`src/rtl/rr_arbiter_8_pkg.sv`:
```
// Shared definitions for the 8-way round-robin arbiter: FSM encoding,
// requester count / index width, and a one-hot decode helper.
package rr_arbiter_8_pkg;

    localparam int N_REQ = 8;
    localparam int IDX_W = 3;

    typedef enum logic {
        IDLE  = 1'b0,
        GRANT = 1'b1
    } state_t;

    function automatic logic [N_REQ-1:0] idx2onehot(input logic [IDX_W-1:0] idx);
        return N_REQ'(1) << idx;
    endfunction

endpackage

```
`src/rtl/rr_arbiter_8_prio_enc.sv`:
```
// Rotating priority search: first set req bit at or above ptr, wrapping 7->0.
// Purely combinational.
module rr_prio_enc8
    import rr_arbiter_8_pkg::*;
(
    input  logic [N_REQ-1:0] req,
    input  logic [IDX_W-1:0] ptr,
    output logic [IDX_W-1:0] idx,
    output logic             any
);

    // Scan from the farthest offset down so the nearest request to ptr
    // is the last assignment and therefore wins. Index math wraps mod 8.
    always_comb begin
        idx = '0;
        any = 1'b0;
        for (int i = N_REQ - 1; i >= 0; i--) begin
            if (req[ptr + IDX_W'(i)]) begin
                idx = ptr + IDX_W'(i);
                any = 1'b1;
            end
        end
    end

endmodule

```
`src/rtl/rr_arbiter_8.sv`:
```
// 8-way round-robin arbiter with a bounded hold time per grant.
// All outputs are registered; req reaches gnt one cycle after it is sampled.
module rr_arbiter_8
    import rr_arbiter_8_pkg::*;
#(
    parameter int MAX_HOLD = 4  // legal range 1..15
) (
    input  logic             clk,
    input  logic             rst,
    input  logic [N_REQ-1:0] req,
    output logic [N_REQ-1:0] gnt,
    output logic [IDX_W-1:0] gnt_idx,
    output logic             gnt_valid
);

    localparam logic [3:0] HOLD_LAST = 4'(MAX_HOLD - 1);

    state_t           state, state_n;
    logic [IDX_W-1:0] ptr, ptr_n;
    logic [3:0]       hold_cnt, hold_n;
    logic [N_REQ-1:0] gnt_n;
    logic [IDX_W-1:0] idx_n;
    logic             vld_n;

    logic [IDX_W-1:0] win_idx;
    logic             win_any;

    rr_prio_enc8 u_prio (
        .req (req),
        .ptr (ptr),
        .idx (win_idx),
        .any (win_any)
    );

    always_ff @(posedge clk) begin
        if (rst) begin
            state     <= IDLE;
            ptr       <= '0;
            hold_cnt  <= '0;
            gnt       <= '0;
            gnt_idx   <= '0;
            gnt_valid <= 1'b0;
        end else begin
            state     <= state_n;
            ptr       <= ptr_n;
            hold_cnt  <= hold_n;
            gnt       <= gnt_n;
            gnt_idx   <= idx_n;
            gnt_valid <= vld_n;
        end
    end

    always_comb begin
        state_n = state;
        ptr_n   = ptr;
        hold_n  = hold_cnt;
        gnt_n   = gnt;
        idx_n   = gnt_idx;
        vld_n   = gnt_valid;

        unique case (state)
            IDLE: begin
                if (win_any) begin
                    state_n = GRANT;
                    gnt_n   = idx2onehot(win_idx);
                    idx_n   = win_idx;
                    vld_n   = 1'b1;
                    hold_n  = '0;
                    ptr_n   = win_idx + IDX_W'(1);
                end
            end
            GRANT: begin
                if (req[gnt_idx] && hold_cnt < HOLD_LAST) begin
                    hold_n = hold_cnt + 4'd1;
                end else if (win_any) begin
                    // ptr already sits just past the holder, so an expired holder
                    // only wins again when it is the sole requester.
                    gnt_n  = idx2onehot(win_idx);
                    idx_n  = win_idx;
                    vld_n  = 1'b1;
                    hold_n = '0;
                    ptr_n  = win_idx + IDX_W'(1);
                end else begin
                    state_n = IDLE;
                    gnt_n   = '0;
                    vld_n   = 1'b0;
                    hold_n  = '0;
                end
            end
            default: begin
                state_n = IDLE;
                gnt_n   = '0;
                vld_n   = 1'b0;
                hold_n  = '0;
            end
        endcase
    end

endmodule

```
`config.mk`:
```
export PLATFORM = sky130hd
export DESIGN_NAME = rr_arbiter_8
export DESIGN_NICKNAME = d
export VERILOG_FILES = /design/src/rtl/rr_arbiter_8_pkg.sv /design/src/rtl/rr_arbiter_8_prio_enc.sv /design/src/rtl/rr_arbiter_8.sv
export SDC_FILE = /design/constraint.sdc
export NUM_CORES = 1
export LEC_CHECK = 0
export ABC_AREA = 1
export BUFFER_PORTS_ARGS = -buffer_cell sky130_fd_sc_hd__clkbuf_2
export CAP_MARGIN = 20
export CORE_AREA = 2 2 63 65
export DETAILED_ROUTE_END_ITERATION = 6
export DIE_AREA = 0 0 65 67
export GPL_TIMING_DRIVEN = 0
export SYNTH_ARGS = -nofsm -noshare
export SYNTH_HDL_FRONTEND = slang
export SYNTH_SLANG_ARGS = --single-unit
```
`constraint.sdc`:
```
create_clock -name clk -period 2.4 [get_ports clk]
set_input_delay 0.48 -clock clk [delete_from_list [all_inputs] [get_ports clk]]
set_output_delay 0.48 -clock clk [all_outputs]
set_load 0.05 [all_outputs]
```
==> results of run 1 <==
## logic make-up (layout without fill, tap and decap cells)
family	Yosys count	in the layout	synth area share
and+or+nand+nor	152	152	0.473
AOI/OAI and AO/OA	33	33	0.115
buffers and inverters	33	63	0.0987
DFF	20	20	0.261
adders and majority gates	5	5	0.0408
xor gates and xnor gates	2	2	0.0114
## layer usage
layer	GRT usage	share of wire
met1	0.252	0.47
met2	0.347	0.50
met3	0.0152	0.020
met4	0.0638	0.014
met5	0	0
## final cells by class
cell class                      count  area [um2]  share of cell area
Buffer                              5        48.8              0.0246
Clock buffer                        3        41.3              0.0208
Inverter                           28         125              0.0631
Multi-Input combinational cell    192        1150               0.582
Sequential cell                    20         403               0.203
Tap cell                           48        60.1              0.0303
Timing Repair Buffer               27         150              0.0758
## cells in the mapped netlist (3+ instances only)
cell	n	share of area
nor2_1	13	0.032
nand2_2	10	0.041
nand2_1	73	0.18
nand2_4	3	0.022
inv_1	19	0.046
o21ai_1	4	0.013
dfxtp_1	20	0.26
nand3_2	3	0.020
ha_1	5	0.041
inv_2	7	0.017
nand3_1	41	0.13
o21ai_0	4	0.013
a21oi_1	22	0.072
## layout by cell type, fill, tap and decap left out, drive strengths merged
master  count
a21oi      24
a22o        1
buf        10
clkbuf     25
dfxtp      20
ha          5
inv        28
nand2      86
nand3      44
nand4       2
nor2       16
nor3        2
nor3b       2
o21ai       8
xnor2       1
xor2        1
## timing repair
| item | 4_1_cts | 5_1_grt |
|---|---|---|
| hold buffers | 0 | 0 |
| pin swaps | 1 | 8 |
| endpoints found under the setup margin | 10 | 15 |
| buffers inserted | 3 | 3 |
| gates resized for setup | 19 | 26 |
## metrics by stage
step	hold slack (ps)	worst slack (ps)
2_1_floorplan	423	79.3
3_3_place_gp	444	-220
3_5_place_dp	445	-256
4_1_cts	456	7.72
5_1_grt	472	-94.7
6_report	455	57.8
## state kept, by name (all words and copies together), names as in the netlist
name,flops
ptr,3
gnt_idx,3
hold_cnt,4
gnt_valid,1
state,1
gnt,8
## critical path, stage by stage, from the launching register on
cell and delay (ps):
dfxtp_2 340, buf_6 110, inv_6 50, ha_4 260
buf_8 130, inv_8 50, nand3_4 80, nand3_2 70
nand2_2 100, inv_2 50, nor2_4 110, nand2_1 60
nand3_1 60, nand2_1 50, nand2_1 50, nand2_1 60
nand2_2 90, nand2_4 60, nor2_4 140, ha_2 180
nand2_1 50, a21oi_1 120
## worst max-delay path by stage
stage / cells after the start / endpoint / from
after detailed placement: 17 / ptr[2]$_SDFFE_PP0P_ / ptr[1]$_SDFFE_PP0P_
after global placement: 19 / ptr[2]$_SDFFE_PP0P_ / ptr[1]$_SDFFE_PP0P_
after floorplan: 19 / ptr[2]$_SDFFE_PP0P_ / ptr[1]$_SDFFE_PP0P_
after CTS: 17 / ptr[2]$_SDFFE_PP0P_ / ptr[1]$_SDFFE_PP0P_
final: 21 / gnt[7]$_SDFFE_PP0P_ / ptr[1]$_SDFFE_PP0P_
after global routing: 21 / gnt[7]$_SDFFE_PP0P_ / ptr[1]$_SDFFE_PP0P_
==> metrics.md, run 1 <==
| Metric | Value |
|---|---|
| Drt drc | 0 |
| Die height | 67 um |
| Final slew viol count | 0 |
| Setup crit end kind | flop |
| Post-DP Area | 1700 um2 |
| 1st-iter DRT viols | 70 |
| CTS tree | yes |
| Synth cell types | 30 |
| Worst hold stages | 2 |
| Rel. slew slack | 0.705 |
| Synthesized Nets | 260 |
| Hold Crit Start | hold_cnt[2]$_SDFFE_PP0P_ |
| Total track usage | 0.196 |
| PortBufs | 21 |
| First-pass GRT wire length | 6680 um |
| Crit Path Class | flop to flop |
| Worst path required time | 2590 ps |
| Post-Syn Instances | 245 |
| Final Hold Viols | 0 |
| Finished Layout Cells | 323 |
| Status | completed |
| Worst hold endpoint | hold_cnt[2]$_SDFFE_PP0P_ |
| I/O Pins | 22 |
| Vias in the first global route | 1462 |
| Seq cells post-synth | 20 |
| Chip width | 65 um |
| Fraction of layout cells with a size suffix above 1 | 0.342 |
| Worst reg2reg startpoint | ptr[1]$_SDFFE_PP0P_ |
| Total wire length | 3890 um |
| RSZ-0062 raised after global routing | true |
| Vias | 1601 |
| Diodes inserted | 0 |
| Worst-path clk slew | 70 ps |
| Post-synthesis instance area | 1530 um2 |
| Routed Antenna Nets | 0 |
| Core ar. | 3610 um2 |
| Crit start category | flop |
| Clock skew | 0.826 ps |
| Post-Layout Inst Area | 1980 um2 |
| Sum Neg Setup Slack | 0 ps |
| CTS sink cnt | 20 |
| Fmax | 0.427 GHz |
| Htree depth | 1 |
| Initial DRT Pass Iterations | 4 |
| Filler Cell Count | 379 |
| Syn_area_per_cell | 6.26 um2 |
| Ys flop type | dfxtp_1 |
| Post-detailed-route wirelength per cell | 12.0 um |
| Nets | 292 |
| Initial Utilization | 0.425 |
| Tmin final | 2340 ps |
| Worst Hold Class | flop to flop |
| Post-synth EDFFs | 0 |
| Synthesis Warnings | 0 |
| CTS max path bufs | 2 |
| Worst slew pin tran | 442 ps |
| P&R area growth vs syn | 29.2% |
| Num CTS Buffers | 3 |
| Skew-Pair Late Insertion Delay | 260 ps |
| GRT overflow | 0 |
| Number of max-cap violations | 0 |
| Final Cycle Share | 0.976 |
| Final setup viols | 0 |
| Data arrival, critical path | 2530 ps |
| Die ar. | 4360 um2 |
| Part of the Yosys area used for sequential elements | 0.261 |
| Reg2Reg Depth | 21 |
| R2r endpoint | gnt[7]$_SDFFE_PP0P_ |
| HPWL after DPL | 2950 um |
| Clock Root Buffer | clkbuf_8 |
| Reg2reg setup slack | 60 ps |
| Fraction of registers with async set/reset | 0 |
| GPL Wtd Cong | 0.852 |
| Initial antenna violation count | 0 |
| Placed cells | 314 |
| Worst-path fanout max | 10 |
| Largest net degree at the start of global routing | 11 |
| Row count | 22 |
| Vias/cell | 4.96 |
| Final core occ | 0.550 |
Power of run 1 is not shown: default switching activity piles up to over one toggle a cycle in this logic, so the estimate is an artifact.
==> inputs of run 2 (changes only) <==
==> constraint.sdc (replaced) <==
create_clock -name clk -period 2.73 [get_ports clk]
set_input_delay 0.546 -clock clk [delete_from_list [all_inputs] [get_ports clk]]
set_output_delay 0.546 -clock clk [all_outputs]
set_load 0.05 [all_outputs]
==> run 2 against run 1 <==
  * Global-route usage down 0.82 points
  * First-iteration DRC count down 4.3%
  * Critical path depth down 1
  * Highest routed layer unchanged
  * Clock skew about the same
  * Flip-flop and latch count unchanged
  * Critical endpoint unchanged
==> metrics.md, run 2 (synthesis gave the netlist of run 1 again) <==
| Metric | Value |
|---|---|
| Total wire length | 3660 um (-5.8%) |
| Clock Root Buffer | clkbuf_8 |
| Pre-CTS WS | 73.9 ps (+330 ps) |
| Worst slew pin tran | 424 ps (-18.1 ps) |
| Commonest cells after routing, fill and taps aside | nand2_1, nand3_1, a21oi_1, clkbuf_2, dfxtp_1 |
| Drt drc | 0 (unchanged) |
| I/O Pins | 22 (unchanged) |
| Filler Cell Count | 398 (+5.0%) |
| Worst hold endpoint | hold_cnt[2]$_SDFFE_PP0P_ |
| P&R area growth vs syn | 17.8% |
| Setup crit end kind | flop |
| Vias/cell | 4.94 (-0.40%) |
| Fmax | 0.399 GHz (-6.5%) |
| Min Hold Slack | 455 ps (-0.0870 ps) |
| Worst-path fanout max | 10 (unchanged) |
| GRT overflow | 0 (unchanged) |
| Sum Neg Setup Slack | 0 ps (unchanged) |
| Worst path required time | 2920 ps (+330 ps) |
| Largest register FFs | 8 (unchanged) |
| Largest register by flop count | gnt |
| Worst hold stages | 2 (unchanged) |
| R2r endpoint | gnt[7]$_SDFFE_PP0P_ |
| Number of max-cap violations | 0 (unchanged) |
| Largest registers | gnt (8), hold_cnt (4) |
| Worst-path clk slew | 70 ps (about the same) |
| Skew-Pair Late Insertion Delay | 260 ps (about the same) |
| Row count | 22 (unchanged) |
| Routed Antenna Nets | 0 (unchanged) |
| Worst reg2reg startpoint | ptr[1]$_SDFFE_PP0P_ |
| CTS sink cnt | 20 (unchanged) |
| Reg2reg setup slack | 230 ps (+170 ps) |
| Worst Hold Class | flop to flop |
| Total track usage | 0.188 (-0.00824) |
| Chip width | 65 um (unchanged) |
| Vias in the first global route | 1410 (-3.6%) |
| Crit start category | flop |
| Data arrival, critical path | 2700 ps (+170 ps) |
| Final slew viol count | 0 (unchanged) |
| Final Hold Viols | 0 (unchanged) |
| Initial DRT Pass Iterations | 4 (unchanged) |
| Initial antenna violation count | 0 (unchanged) |
| Initial Utilization | 0.425 (unchanged) |
| First-pass GRT wire length | 6390 um (-4.3%) |
| Clock skew | 1.27 ps (+0.444 ps) |
| Diodes inserted | 0 (unchanged) |
| Post-CTS setup buffers | 0 (-3) |
| GPL Wtd Cong | 0.852 (unchanged) |
| Fraction of layout cells with a size suffix above 1 | 0.264 (-0.0779) |
| Crit Path Class | flop to flop |
| Final setup viols | 0 (unchanged) |
| Largest net degree at the start of global routing | 11 (unchanged) |
| Status | completed |
| CTS tree | yes |
| Die height | 67 um (unchanged) |
| Setup WS post-layout | 226 ps (+168 ps) |
| HPWL after DPL | 2950 um (unchanged) |
| Num CTS Buffers | 3 (unchanged) |
| PortBufs | 21 (unchanged) |
| Core ar. | 3610 um2 (unchanged) |
| Nets | 286 (-2.1%) |
| Htree depth | 1 (unchanged) |
| 1st-iter DRT viols | 67 (-4.3%) |
| Vias | 1565 (-2.2%) |
| Reg2Reg Depth | 20 (-4.8%) |
| CTS max path bufs | 2 (unchanged) |
| Die ar. | 4360 um2 (unchanged) |
| # hold bufs at CTS | 0 (unchanged) |
| Tmin final | 2500 ps (+162 ps) |
| Most common cell after layout, fill and taps aside | nand2_1 |
| Hold Crit Start | hold_cnt[2]$_SDFFE_PP0P_ |
| Final Cycle Share | 0.917 (-0.0586) |
| Rel. slew slack | 0.717 (+0.0120) |
| Post-detailed-route wirelength per cell | 11.6 um (-4.0%) |
[run 2: changes by cell type in the layout (fill, tap and decap cells not counted), moves of 3 or more]
cell and delta:
nand3_4 -4, buf_4 -5, nand3_1 +6, ha_1 +3
[run 2: repair_timing]
| item | 4_1_cts | 5_1_grt |
|---|---|---|
| resized for setup | 0 | 17 |
| endpoints found under the hold margin | 0 | 0 |
| setup endpoints to repair | 0 | 3 |
[run 2: how the worst max path moves through the flow]
| stage | startpoint | end |
|---|---|---|
| 2_1_floorplan | ptr[1]$_SDFFE_PP0P_ | ptr[2]$_SDFFE_PP0P_ |
| 3_3_place_gp | ptr[1]$_SDFFE_PP0P_ | ptr[2]$_SDFFE_PP0P_ |
| 3_5_place_dp | ptr[1]$_SDFFE_PP0P_ | ptr[2]$_SDFFE_PP0P_ |
| 4_1_cts | ptr[1]$_SDFFE_PP0P_ | ptr[2]$_SDFFE_PP0P_ |
| 5_1_grt | ptr[1]$_SDFFE_PP0P_ | gnt[3]$_SDFFE_PP0P_ |
| 6_report | ptr[1]$_SDFFE_PP0P_ | gnt[7]$_SDFFE_PP0P_ |
[run 2: final cells by class]
cell class / count / area (um2) / area share
sequential: 20 / 400 / 0.222
clock buffer: 3 / 41.3 / 0.0229
buffer: 5 / 41.3 / 0.0229
multi-input combinational: 192 / 1040 / 0.576
timing repair buffer: 21 / 105 / 0.0582
inverter: 28 / 118 / 0.0651
tap: 48 / 60.1 / 0.0332
[run 2: per-stage QoR]
stage,instance area [um2],instances,util
CTS,1740,317,0.483
global placement,1700,314,0.471
global route,1810,317,0.501
floorplan,1530,245,-
detailed placement,1700,314,0.471
finish,1810,317,0.501
[run 2: per-layer routing]
| layer | vias to the layer above | track usage | part of all wire | wire length [um] |
|---|---|---|---|---|
| li1 | 850 | - | - | - |
| met1 | 684 | 0.244 | 0.47 | 1710 |
| met2 | 22 | 0.327 | 0.48 | 1760 |
| met3 | 9 | 0.0152 | 0.022 | 81 |
| met4 | 0 | 0.0638 | 0.031 | 115 |
| met5 | - | 0 | 0 | 0 |
[run 2: worst max-delay path, stage by stage (launching register included)]
cell and delay [ps]:
dfxtp_1 350, buf_6 150, inv_6 60, ha_1 270, buf_4 170, nand3_1 150
nand3_1 90, nand2_1 110, inv_1 60, nor2_2 110, nand2_1 60, nand3_1 60
nand2_1 50, nand2_1 50, nand2_1 60, nand2_2 110, nand2_4 100, nor2_4 100
ha_1 150, nand2_1 50, a21oi_1 130
Power of run 2 is left out for the same reason.
==> inputs of run 3 (changes only) <==
--- a/config.mk
+++ b/config.mk
@@ -8,10 +8,12 @@
 export ABC_AREA = 1
 export BUFFER_PORTS_ARGS = -buffer_cell sky130_fd_sc_hd__clkbuf_2
 export CAP_MARGIN = 20
-export CORE_AREA = 2 2 63 65
+export CORE_AREA = 4 4 65 67
 export DETAILED_ROUTE_END_ITERATION = 6
-export DIE_AREA = 0 0 65 67
+export DIE_AREA = 0 0 69 71
 export GPL_TIMING_DRIVEN = 0
+export RECOVER_POWER = 25
+export SKIP_CTS_REPAIR_TIMING = 1
 export SYNTH_ARGS = -nofsm -noshare
 export SYNTH_HDL_FRONTEND = slang
 export SYNTH_SLANG_ARGS = --single-unit
==> run 3 against run 2 <==
  * Utilization shrank 0.31 points
  * Largest cell class unchanged
  * Global-route usage down 3.5 points
  * Clock skew increased by 2.1 ps
  * Worst setup slack improved by 30 ps
  * First-iteration DRC count is 45% lower
  * Critical path type unchanged
  * Cell count grew 0.32%
  * Sequential share of layout area rose by 0.11 points
  * Critical path depth rose by 1
  * Count of clock-buffer cells in the layout stayed put
  * Register-to-register slack better by 30 ps
  * Flip-flop and latch count stayed put
==> metrics.md, run 3 (synthesis gave the netlist of run 1 again) <==
| Metric | Value |
|---|---|
| Clock skew | 3.38 ps (+2.11 ps) |
| Crit path top cell by count | nand2_1 |
| Hold Crit Start | hold_cnt[2]$_SDFFE_PP0P_ |
| Nets | 287 (+0.35%) |
| Status | completed |
| GPL Wtd Cong | 0.899 (+5.5%) |
| Diodes inserted | 0 (unchanged) |
| Row count | 22 (unchanged) |
| Filler Cell Count | 401 (+0.75%) |
| P&R area growth vs syn | 17.9% |
| Fraction of layout cells with a size suffix above 1 | 0.256 (-0.00838) |
| Worst Hold Class | flop to flop |
| Largest net degree at the start of global routing | 11 (unchanged) |
| Chip width | 69 um (+6.2%) |
| Critical-path cell list | buf_6 -> inv_6 -> ha_1 -> buf_4 -> inv_2 -> nand3_1 -> nand3_1 -> nand2_2 -> inv_1 -> nor2_2 -> nand2_1 -> nand3_1 -> nand2_1 -> nand2_1 -> nand2_1 -> nand2_2 -> nand2_4 -> nor2_4 -> ha_1 -> nand2_1 -> a21oi_2 |
| Drt drc | 0 (unchanged) |
| Reg2reg setup slack | 260 ps (+30 ps) |
| Critical path buffer and inverter count | 5 (+1) |
| Final core occ | 0.498 (-0.00311) |
| Fmax | 0.404 GHz (+1.2%) |
| CTS max path bufs | 2 (unchanged) |
| R2r endpoint | gnt[3]$_SDFFE_PP0P_ |
| Setup crit end kind | flop |
| Initial Utilization | 0.422 (-0.00322) |
| Final Cycle Share | 0.906 (-0.0111) |
| Routed Antenna Nets | 0 (unchanged) |
| Htree depth | 1 (unchanged) |
| Worst-path clk slew | 70 ps (about the same) |
| Vias in the first global route | 1376 (-2.4%) |
| Core ar. | 3630 um2 (+0.76%) |
| Worst hold endpoint | hold_cnt[2]$_SDFFE_PP0P_ |
| Worst path required time | 2920 ps (about the same) |
| GRT overflow | 0 (unchanged) |
| PortBufs | 21 (unchanged) |
| Worst reg2reg startpoint | ptr[1]$_SDFFE_PP0P_ |
| CTS sink cnt | 20 (unchanged) |
| Post-detailed-route wirelength per cell | 11.4 um (-1.2%) |
| HPWL after DPL | 2940 um (-0.43%) |
| Pre-CTS WS | 78.1 ps (+4.24 ps) |
| Worst hold stages | 2 (unchanged) |
| Largest register by flop count | gnt |
| CP max stage cell | dfxtp_2 |
| RSZ-0062 raised after global routing | false |
| Largest register FFs | 8 (unchanged) |
| Final setup viols | 0 (unchanged) |
| Setup WS post-layout | 256 ps (+30.3 ps) |
| Reg2Reg Depth | 21 (+5.0%) |
| Die ar. | 4900 um2 (+12%) |
| Crit start category | flop |
| Most common cell after layout, fill and taps aside | nand2_1 |
| I/O Pins | 22 (unchanged) |
| Skew-Pair Late Insertion Delay | 250 ps (about the same) |
| Worst-path fanout max | 10 (unchanged) |
| Initial DRT Pass Iterations | 4 (unchanged) |
| CP peak stage delay | 340 ps (about the same) |
| Commonest cells after routing, fill and taps aside | nand2_1, nand3_1, a21oi_1, inv_1, dfxtp_1 |
| First-pass GRT wire length | 6190 um (-3.1%) |
| 1st-iter DRT viols | 37 (-45%) |
| Total wire length | 3630 um (-0.90%) |
| Num CTS Buffers | 3 (unchanged) |
| Total track usage | 0.153 (-0.0354) |
| CTS tree | yes |
| Crit Path Class | flop to flop |
| Number of max-cap violations | 0 (unchanged) |
| Clock Root Buffer | clkbuf_8 |
| Die height | 71 um (+6.0%) |
| Sum Neg Setup Slack | 0 ps (unchanged) |
| Vias | 1575 (+0.64%) |
| Final Hold Viols | 0 (unchanged) |
| Initial antenna violation count | 0 (unchanged) |
| Data arrival, critical path | 2660 ps (-40 ps) |
| Final slew viol count | 0 (unchanged) |
| Largest registers | gnt (8), hold_cnt (4) |
| Rel. slew slack | 0.605 (-0.112) |
| Worst slew pin tran | 595 ps (+171 ps) |
| Tmin final | 2470 ps (-30.3 ps) |
| CP delay by family, top | simple AND/OR/NAND/NOR gates |
| Vias/cell | 4.95 (+0.32%) |
-- run 3: cell types whose count changed in the layout (fill, tap and decap cells not counted), sizes merged --
cell  previous run  this run
buf              4         5
-- run 3: routing by layer --
metal  global-route usage  part of all wire
met4               0.0586             0.016
met2                0.268              0.49
met3               0.0128             0.017
met1                0.194              0.47
met5                    0                 0
-- run 3: metrics by stage --
step / std cells / area [um2] / hold slack (ps)
final: 318 / 1810 / 450
after detailed placement: 314 / 1700 / 442
after global routing: 318 / 1810 / 483
after floorplan: 245 / 1530 / 423
after CTS: 317 / 1740 / 452
after global placement: 314 / 1700 / 444
-- run 3: layout make-up --
type / count / area, um2 / share of cell area
well taps: 48 / 60.1 / 0.0332
flip-flops and latches: 20 / 403 / 0.223
plain buffers: 5 / 41.3 / 0.0228
repair buffers: 22 / 104 / 0.0574
clock buffers: 3 / 41.3 / 0.0228
multi-input cells: 192 / 1040 / 0.577
inverters: 28 / 115 / 0.0636
-- run 3: worst max-delay path by stage --
stage,start,endpoint,cells past startpoint
3_5_place_dp,ptr[1]$_SDFFE_PP0P_,ptr[2]$_SDFFE_PP0P_,20
5_1_grt,ptr[1]$_SDFFE_PP0P_,gnt[3]$_SDFFE_PP0P_,21
4_1_cts,ptr[1]$_SDFFE_PP0P_,ptr[2]$_SDFFE_PP0P_,20
2_1_floorplan,ptr[1]$_SDFFE_PP0P_,ptr[2]$_SDFFE_PP0P_,19
3_3_place_gp,ptr[1]$_SDFFE_PP0P_,ptr[2]$_SDFFE_PP0P_,19
6_report,ptr[1]$_SDFFE_PP0P_,gnt[3]$_SDFFE_PP0P_,21
-- run 3: worst register-to-register path, delay by kind of cell (launching register included) --
family | cells | cell delay (ps)
flops | 1 | 340
compound gates | 1 | 130
fa+ha+maj | 2 | 420
buf+inv | 5 | 490
simple gates | 13 | 1050
Power of run 3 is left out for the same reason.
